### src/rtl/edc_pkg.sv
// Shared definitions for the (39,32) Hamming SECDED encoder and checker.
package edc_pkg;

    localparam int DATA_W  = 32;
    localparam int CHECK_W = 7;
    localparam int CODE_W  = 39;

    // Code position (1..38) of each data bit; powers of two are left for c0..c5.
    localparam logic [5:0] DATA_POS [DATA_W] = '{
        6'd3,  6'd5,  6'd6,  6'd7,  6'd9,  6'd10, 6'd11, 6'd12,
        6'd13, 6'd14, 6'd15, 6'd17, 6'd18, 6'd19, 6'd20, 6'd21,
        6'd22, 6'd23, 6'd24, 6'd25, 6'd26, 6'd27, 6'd28, 6'd29,
        6'd30, 6'd31, 6'd33, 6'd34, 6'd35, 6'd36, 6'd37, 6'd38
    };

    // Outcome of decoding one received word.
    typedef enum logic [1:0] {
        NONE = 2'd0,
        SEC  = 2'd1,
        DED  = 2'd2
    } dec_class_t;

    // Check bits c0..c5 cover the positions whose index has that bit set;
    // c6 makes the parity of all 39 bits even.
    function automatic logic [CHECK_W-1:0] edc_gen(input logic [DATA_W-1:0] data);
        logic [CHECK_W-1:0] c;
        c = '0;
        for (int i = 0; i < 6; i++) begin
            for (int k = 0; k < DATA_W; k++) begin
                if (DATA_POS[k][i]) begin
                    c[i] = c[i] ^ data[k];
                end
            end
        end
        c[6] = (^data) ^ (^c[5:0]);
        return c;
    endfunction

endpackage

### src/rtl/edcc_syn.sv
// Combinational SECDED checker: syndrome, overall parity and corrected data.
module edcc_syn
    import edc_pkg::*;
(
    input  logic [DATA_W-1:0]  data,
    input  logic [CHECK_W-1:0] check,
    output logic [5:0]         syn,
    output logic               par,
    output logic [DATA_W-1:0]  corr_data,
    output dec_class_t         dec
);

    logic [CHECK_W-1:0] calc;

    // Classify the word and flip the single data bit a correctable syndrome points at.
    always_comb begin
        calc      = edc_gen(data);
        syn       = calc[5:0] ^ check[5:0];
        par       = (^data) ^ (^check);
        corr_data = data;
        dec       = NONE;
        if (par) begin
            if (syn <= 6'd38) begin
                dec = SEC;
                for (int k = 0; k < DATA_W; k++) begin
                    if (DATA_POS[k] == syn) begin
                        corr_data[k] = ~data[k];
                    end
                end
            end else begin
                dec = DED;
            end
        end else if (syn != 6'd0) begin
            dec = DED;
        end
    end

endmodule

### src/rtl/edcc_mod.sv
// Two-stage SECDED checker with backpressure, error counters and first-error capture.
module edcc_mod
    import edc_pkg::*;
#(
    parameter int WB_DWIDTH  = 32,
    parameter int EDC_CWIDTH = 7,
    parameter int CNT_WIDTH  = 16
) (
    input  logic                  i_clk,
    input  logic                  i_reset,
    input  logic                  i_valid,
    output logic                  o_ready,
    input  logic [WB_DWIDTH-1:0]  i_data,
    input  logic [EDC_CWIDTH-1:0] i_check,
    output logic                  o_valid,
    input  logic                  i_ready,
    output logic [WB_DWIDTH-1:0]  o_data,
    output logic                  o_sec,
    output logic                  o_ded,
    input  logic                  i_clr,
    output logic [CNT_WIDTH-1:0]  o_sec_cnt,
    output logic [CNT_WIDTH-1:0]  o_ded_cnt,
    output logic                  o_err_vld,
    output logic [6:0]            o_err_syn
);

    logic                  advance;
    logic                  xfer;
    logic                  s1_valid;
    logic [WB_DWIDTH-1:0]  s1_data;
    logic [EDC_CWIDTH-1:0] s1_check;
    logic [5:0]            syn;
    logic                  par;
    logic [WB_DWIDTH-1:0]  corr_data;
    dec_class_t            dec;
    logic [6:0]            s2_syn;

    assign advance = !o_valid || i_ready;
    assign o_ready = advance;
    assign xfer    = o_valid && i_ready;

    edcc_syn u_syn (
        .data      (s1_data),
        .check     (s1_check),
        .syn       (syn),
        .par       (par),
        .corr_data (corr_data),
        .dec       (dec)
    );

    // Both stages move together; a stalled output freezes the whole pipe.
    always_ff @(posedge i_clk) begin
        if (i_reset) begin
            s1_valid <= 1'b0;
            s1_data  <= '0;
            s1_check <= '0;
            o_valid  <= 1'b0;
            o_data   <= '0;
            o_sec    <= 1'b0;
            o_ded    <= 1'b0;
            s2_syn   <= '0;
        end else if (advance) begin
            s1_valid <= i_valid && o_ready;
            s1_data  <= i_data;
            s1_check <= i_check;
            o_valid  <= s1_valid;
            o_data   <= corr_data;
            o_sec    <= s1_valid && (dec == SEC);
            o_ded    <= s1_valid && (dec == DED);
            s2_syn   <= {par, syn};
        end
    end

    // Saturating counters of flagged beats actually handed downstream; clear beats counting.
    always_ff @(posedge i_clk) begin
        if (i_reset || i_clr) begin
            o_sec_cnt <= '0;
            o_ded_cnt <= '0;
        end else if (xfer) begin
            if (o_sec && (o_sec_cnt != {CNT_WIDTH{1'b1}})) begin
                o_sec_cnt <= o_sec_cnt + CNT_WIDTH'(1);
            end
            if (o_ded && (o_ded_cnt != {CNT_WIDTH{1'b1}})) begin
                o_ded_cnt <= o_ded_cnt + CNT_WIDTH'(1);
            end
        end
    end

    // Keep {parity, syndrome} of the first flagged beat until cleared.
    always_ff @(posedge i_clk) begin
        if (i_reset || i_clr) begin
            o_err_vld <= 1'b0;
            o_err_syn <= '0;
        end else if (xfer && (o_sec || o_ded) && !o_err_vld) begin
            o_err_vld <= 1'b1;
            o_err_syn <= s2_syn;
        end
    end

endmodule

### config.mk
export PLATFORM = sky130hd
export DESIGN_NAME = edcc_mod
export DESIGN_NICKNAME = d
export VERILOG_FILES = /design/src/rtl/edc_pkg.sv /design/src/rtl/edcc_syn.sv /design/src/rtl/edcc_mod.sv
export SDC_FILE = /design/constraint.sdc
export NUM_CORES = 1
export LEC_CHECK = 0
export CAP_MARGIN = 10
export CELL_PAD_IN_SITES_DETAIL_PLACEMENT = 1
export CELL_PAD_IN_SITES_GLOBAL_PLACEMENT = 1
export CORE_ASPECT_RATIO = 1.4
export CORE_MARGIN = 10
export CORE_UTILIZATION = 39
export DETAILED_ROUTE_END_ITERATION = 6
export GPL_TIMING_DRIVEN = 0
export PLACE_DENSITY_LB_ADDON = 0.1
export SLEW_MARGIN = 40
export SYNTH_ARGS = -nofsm -noshare
export SYNTH_HDL_FRONTEND = slang
export SYNTH_SLANG_ARGS = --single-unit
### constraint.sdc
create_clock -name i_clk -period 3.2 [get_ports i_clk]
set_clock_uncertainty 0.05 [all_clocks]
set_input_delay 0.64 -clock i_clk [delete_from_list [all_inputs] [get_ports i_clk]]
set_output_delay 0.64 -clock i_clk [all_outputs]
set_load 0.03 [all_outputs]
==> results by group, run 1 <==
Floorplan
  – DIE AREA: 21400 um^2
  – Count of pins on the block boundary: between 100 and 150
  – Die width: 126 um
  – Standard cell core area: 15600 um^2
  – FP Rows: 54
  – DIE HEIGHT: 169 um
  – Starting Density: 39.6%

Setup path
  – Worst R2R End: o_data[26]
  – Reg-to-reg critical path startpoint: s1_data[25]
  – Arrival @ worst endpoint: 3.43 ns
  – Nature of the critical path startpoint: register
  – Most Frequent Cell on Critical Path: sky130_fd_sc_hd__buf_6
  – Cell Chain, Critical Path: xnor2_2 -> xnor3_1 -> xnor3_2 -> xnor2_4 -> or2_1 -> buf_6 -> buf_6 -> or4_1 -> a311oi_1
  – Worst setup path endpoint: o_data[26]
  – Data required, critical path: 3.48 ns
  – Category of the most critical setup path: reg2reg
  – Critical-path top delay cell: sky130_fd_sc_hd__dfxtp_1
  – Crit path max fanout: 10
  – Worst reg2reg setup slack: about 0.052 ns
  – Crit end category: register
  – Number of logic stages on the critical path including buffering: 9
  – Max stage delay on crit path: 0.49 ns
  – Family of cells with the greatest summed delay on the critical path: XOR/XNOR gates
  – Number of cell instances on the worst register-to-register path: 9
  – Buffer and inverter count on the worst path: 2
  – Start point of the critical path: s1_data[25]

CTS
  – Number of buffers added to fix hold violations after cts: 0
  – CTS Sinks: around 120
  – Number of H-tree branching levels: 4
  – Maximum count of clock buffers along a single path: 2
  – Clock transition at the registers of the reported paths: ~0.05 ns
  – TritonCTS clock tree: done
  – Cell at the root of the clock tree: sky130_fd_sc_hd__clkbuf_16
  – Number of clock buffers inserted by TritonCTS: 17
  – Clock latency of the later-clocked register in the worst-skew pair: 0.42 ns

Place
  – Post-Place Cells: between 1000 and 1500
  – Routability congestion estimate: 0.852
  – Final HPWL DP: 17.0 mm
  – Port buffer count: 119

STA
  – Slew HR: roughly 45%
  – Sum of negative setup slack: 0 ns
  – Final Hold Vio Count: 0
  – Max Fclk: 318 MHz
  – Final count of negative-setup-slack endpoints: 0
  – Unrepaired setup endpoints after global routing: true
  – Period Utilization, post-route: 98.4%
  – Worst slew pin tran: between 0.8 and 0.9 ns
  – Number of max-slew violations in the final report: 0
  – Final min period: 3.15 ns

Layout
  – Layout area overhead: 37.6%
  – Proportion of layout cells with a drive suffix above 1: 11.7%
  – Non-filler cells in the finished layout: 1071
  – Nets@finish: a little over 900
  – Count of inserted antenna diode cells: 0

Yosys
  – Count of flip-flops with a built-in enable after synthesis: 0
  – Yosys synthesis warning count: 0
  – Syn_area_per_cell: 8.64 um^2
  – Library cell occupying the most area in the post-synthesis netlist: sky130_fd_sc_hd__dfxtp_1
  – Post-Synthesis Net Count: 762
  – Post-synth top flop: sky130_fd_sc_hd__dfxtp_1
  – Post-Synthesis Cells: 716
  – Number of distinct standard cells referenced by the synthesized netlist: 42
  – Commonest cells in the synthesized netlist: sky130_fd_sc_hd__dfxtp_1, sky130_fd_sc_hd__nand2_1, sky130_fd_sc_hd__nor2_1, sky130_fd_sc_hd__a21oi_1, sky130_fd_sc_hd__xnor2_1
  – Number of flip-flops and latches in the synthesized netlist: 122
  – Sequential fraction of the synthesis area: 39.5%
  – Share of flip-flops with an asynchronous set or reset after synthesis: 0%
  – Cell area after synthesis: 6180 um^2
  – Fraction of synthesized cell area taken by the top area cell type: 39.5%
  – Leading post-synthesis cells by cell area: sky130_fd_sc_hd__dfxtp_1, sky130_fd_sc_hd__xnor2_1, sky130_fd_sc_hd__nand2_1, sky130_fd_sc_hd__nor2_1, sky130_fd_sc_hd__a311oi_1
  – Most frequently used cell type in the post-synthesis netlist: sky130_fd_sc_hd__dfxtp_1

Global routing
  – Maximum number of pins on one net before global-route repair: 17
  – Global-route total usage across every layer: 20.7%
  – Number of antenna violations at the first check in global routing: 0
  – Global route overflow: 0
  – Number of global-route vias before repair: 6460
  – First-pass GRT wire length: 35.2 mm

Min path
  – Path category of the worst min-delay check: reg2reg

Routing
  – Pre-Repair DR Iteration Count: 4
  – Number of DRC violations after detailed-routing iteration 0: 264
  – Final routed wirelength across all metal layers: about 23 mm
  – Routed vias: ~6000
  – Routed len/inst: 21.3 um
  – Vias/cell: 5.59
  – Antenna Violating Nets Remaining: 0
  – Remaining routing DRC violations: 0

Power and ir drop
  – Design Power: just over 7000 uW
  – Maximum vdd ir drop: ~500 uV
  – Power per cell area: 827 nW/um^2
  – Lkg Pwr: about 0.0031 uW

Flow run
  – Max Cap Violations: 0

Status
  – Result of the run: completed
power by group:
group,internal (uW),switching [uW]
registers,1640,117
logic,1210,2120
clock network,1240,708
through the flow:
step,hold WS [ns],cell area [um^2],worst slack (ns),util (%)
3_3_place_gp,0.395,7620,-0.521,48.8
4_1_cts,0.406,8310,0.0141,53.3
5_1_grt,0.432,8510,-0.0570,54.5
3_5_place_dp,0.400,7620,-0.531,48.8
6_report,0.405,8510,0.0517,54.5
2_1_floorplan,0.382,6180,0.347,-
logic make-up after synthesis:
kind of cell               Yosys count  share of synthesized area [%]
AOI/OAI and AO/OA                  135                           15.0
xor gates and xnor gates            96                           17.8
adders and majority gates            2                          0.405
buffers and inverters               58                           3.78
DFF                                122                           39.5
muxes                                9                           1.46
and+or+nand+nor                    294                           22.2
layout by cell type, fill, tap and decap left out, drive strengths merged, types with 2 or more instances in the layout:
master,instances
buf,21
a21oi,50
xor3,4
nand4,10
xor2,29
o211ai,5
nor2,83
or4,32
nor2b,3
or3,4
xnor2,52
dfxtp,122
bufinv,2
and3,4
inv,6
clkbuf,65
xnor3,11
or2,2
nand2b,3
clkinv,4
o31ai,33
a211o,4
o21ai,5
nand2,107
ha,2
and4,4
mux2i,9
a311oi,33
nand3,22
clkdlybuf4s50,118
nor3,17
tightest hold or removal path, cell delays in order (launching register included):
cell and delay [ns]:
sky130_fd_sc_hd__dfxtp_1 0.31, sky130_fd_sc_hd__nand2_1 0.05, sky130_fd_sc_hd__a21oi_1 0.05
flip-flops by register name (all words and copies together) (netlist names):
name,cells
s1_check,7
o_err_vld,1
o_valid,1
s1_data,32
o_ded,1
o_sec_cnt,16
o_data,32
o_ded_cnt,16
o_sec,1
s1_valid,1
o_err_syn,7
s2_syn,7
cell type report:
type	count	area [um^2]
Clock buffer	24	502
Multi-Input combinational cell	536	3650
Clock inverter	6	87.6
Tap cell	196	245
Buffer	51	250
Fill cell	1810	7100
Inverter	6	25.0
Timing Repair Buffer	130	1270
Sequential cell	122	2470
layer usage:
layer / vias to the layer above / GRT usage (%) / part of all wire [%]
met2: 142 / 37.9 / 54
li1: 2858 / - / -
met4: 0 / 9.78 / 2.9
met5: - / 0 / 0
met3: 44 / 4.72 / 4.3
met1: 2946 / 21.6 / 38
repair_timing:
item / CTS / global route
buffers inserted: 2 / 9
gates cloned: 0 / 0
resized for setup: 28 / 50
setup endpoints to repair: 34 / 35
pin swaps: 4 / 15
worst min-delay path by stage:
stage	from	to	slack, ns	depth (start not counted)
finish	s2_syn[1]	s2_syn[1]	0.40	2
global route	s2_syn[5]	s2_syn[5]	0.43	2
CTS	s2_syn[1]	s2_syn[1]	0.41	2
detailed placement	s2_syn[1]	s2_syn[1]	0.40	2
global placement	s2_syn[5]	s2_syn[5]	0.39	2
floorplan	s2_syn[6]	s2_syn[6]	0.38	2
Power figures use the tool's default switching activity.
==> inputs of run 2 (changes only) <==
- ABC_CLOCK_PERIOD_IN_PS: unset -> 3200
==> results of run 2 <==
Same layout as run 1: the final DEF is identical, and so are final timing and power.
==> inputs of run 3 (changes only) <==
- ABC_CLOCK_PERIOD_IN_PS: 3200 -> unset
- CTS_CLUSTER_SIZE: unset -> 40
==> results of run 3 <==
Same layout as run 1: the final DEF is identical, and so are final timing and power.
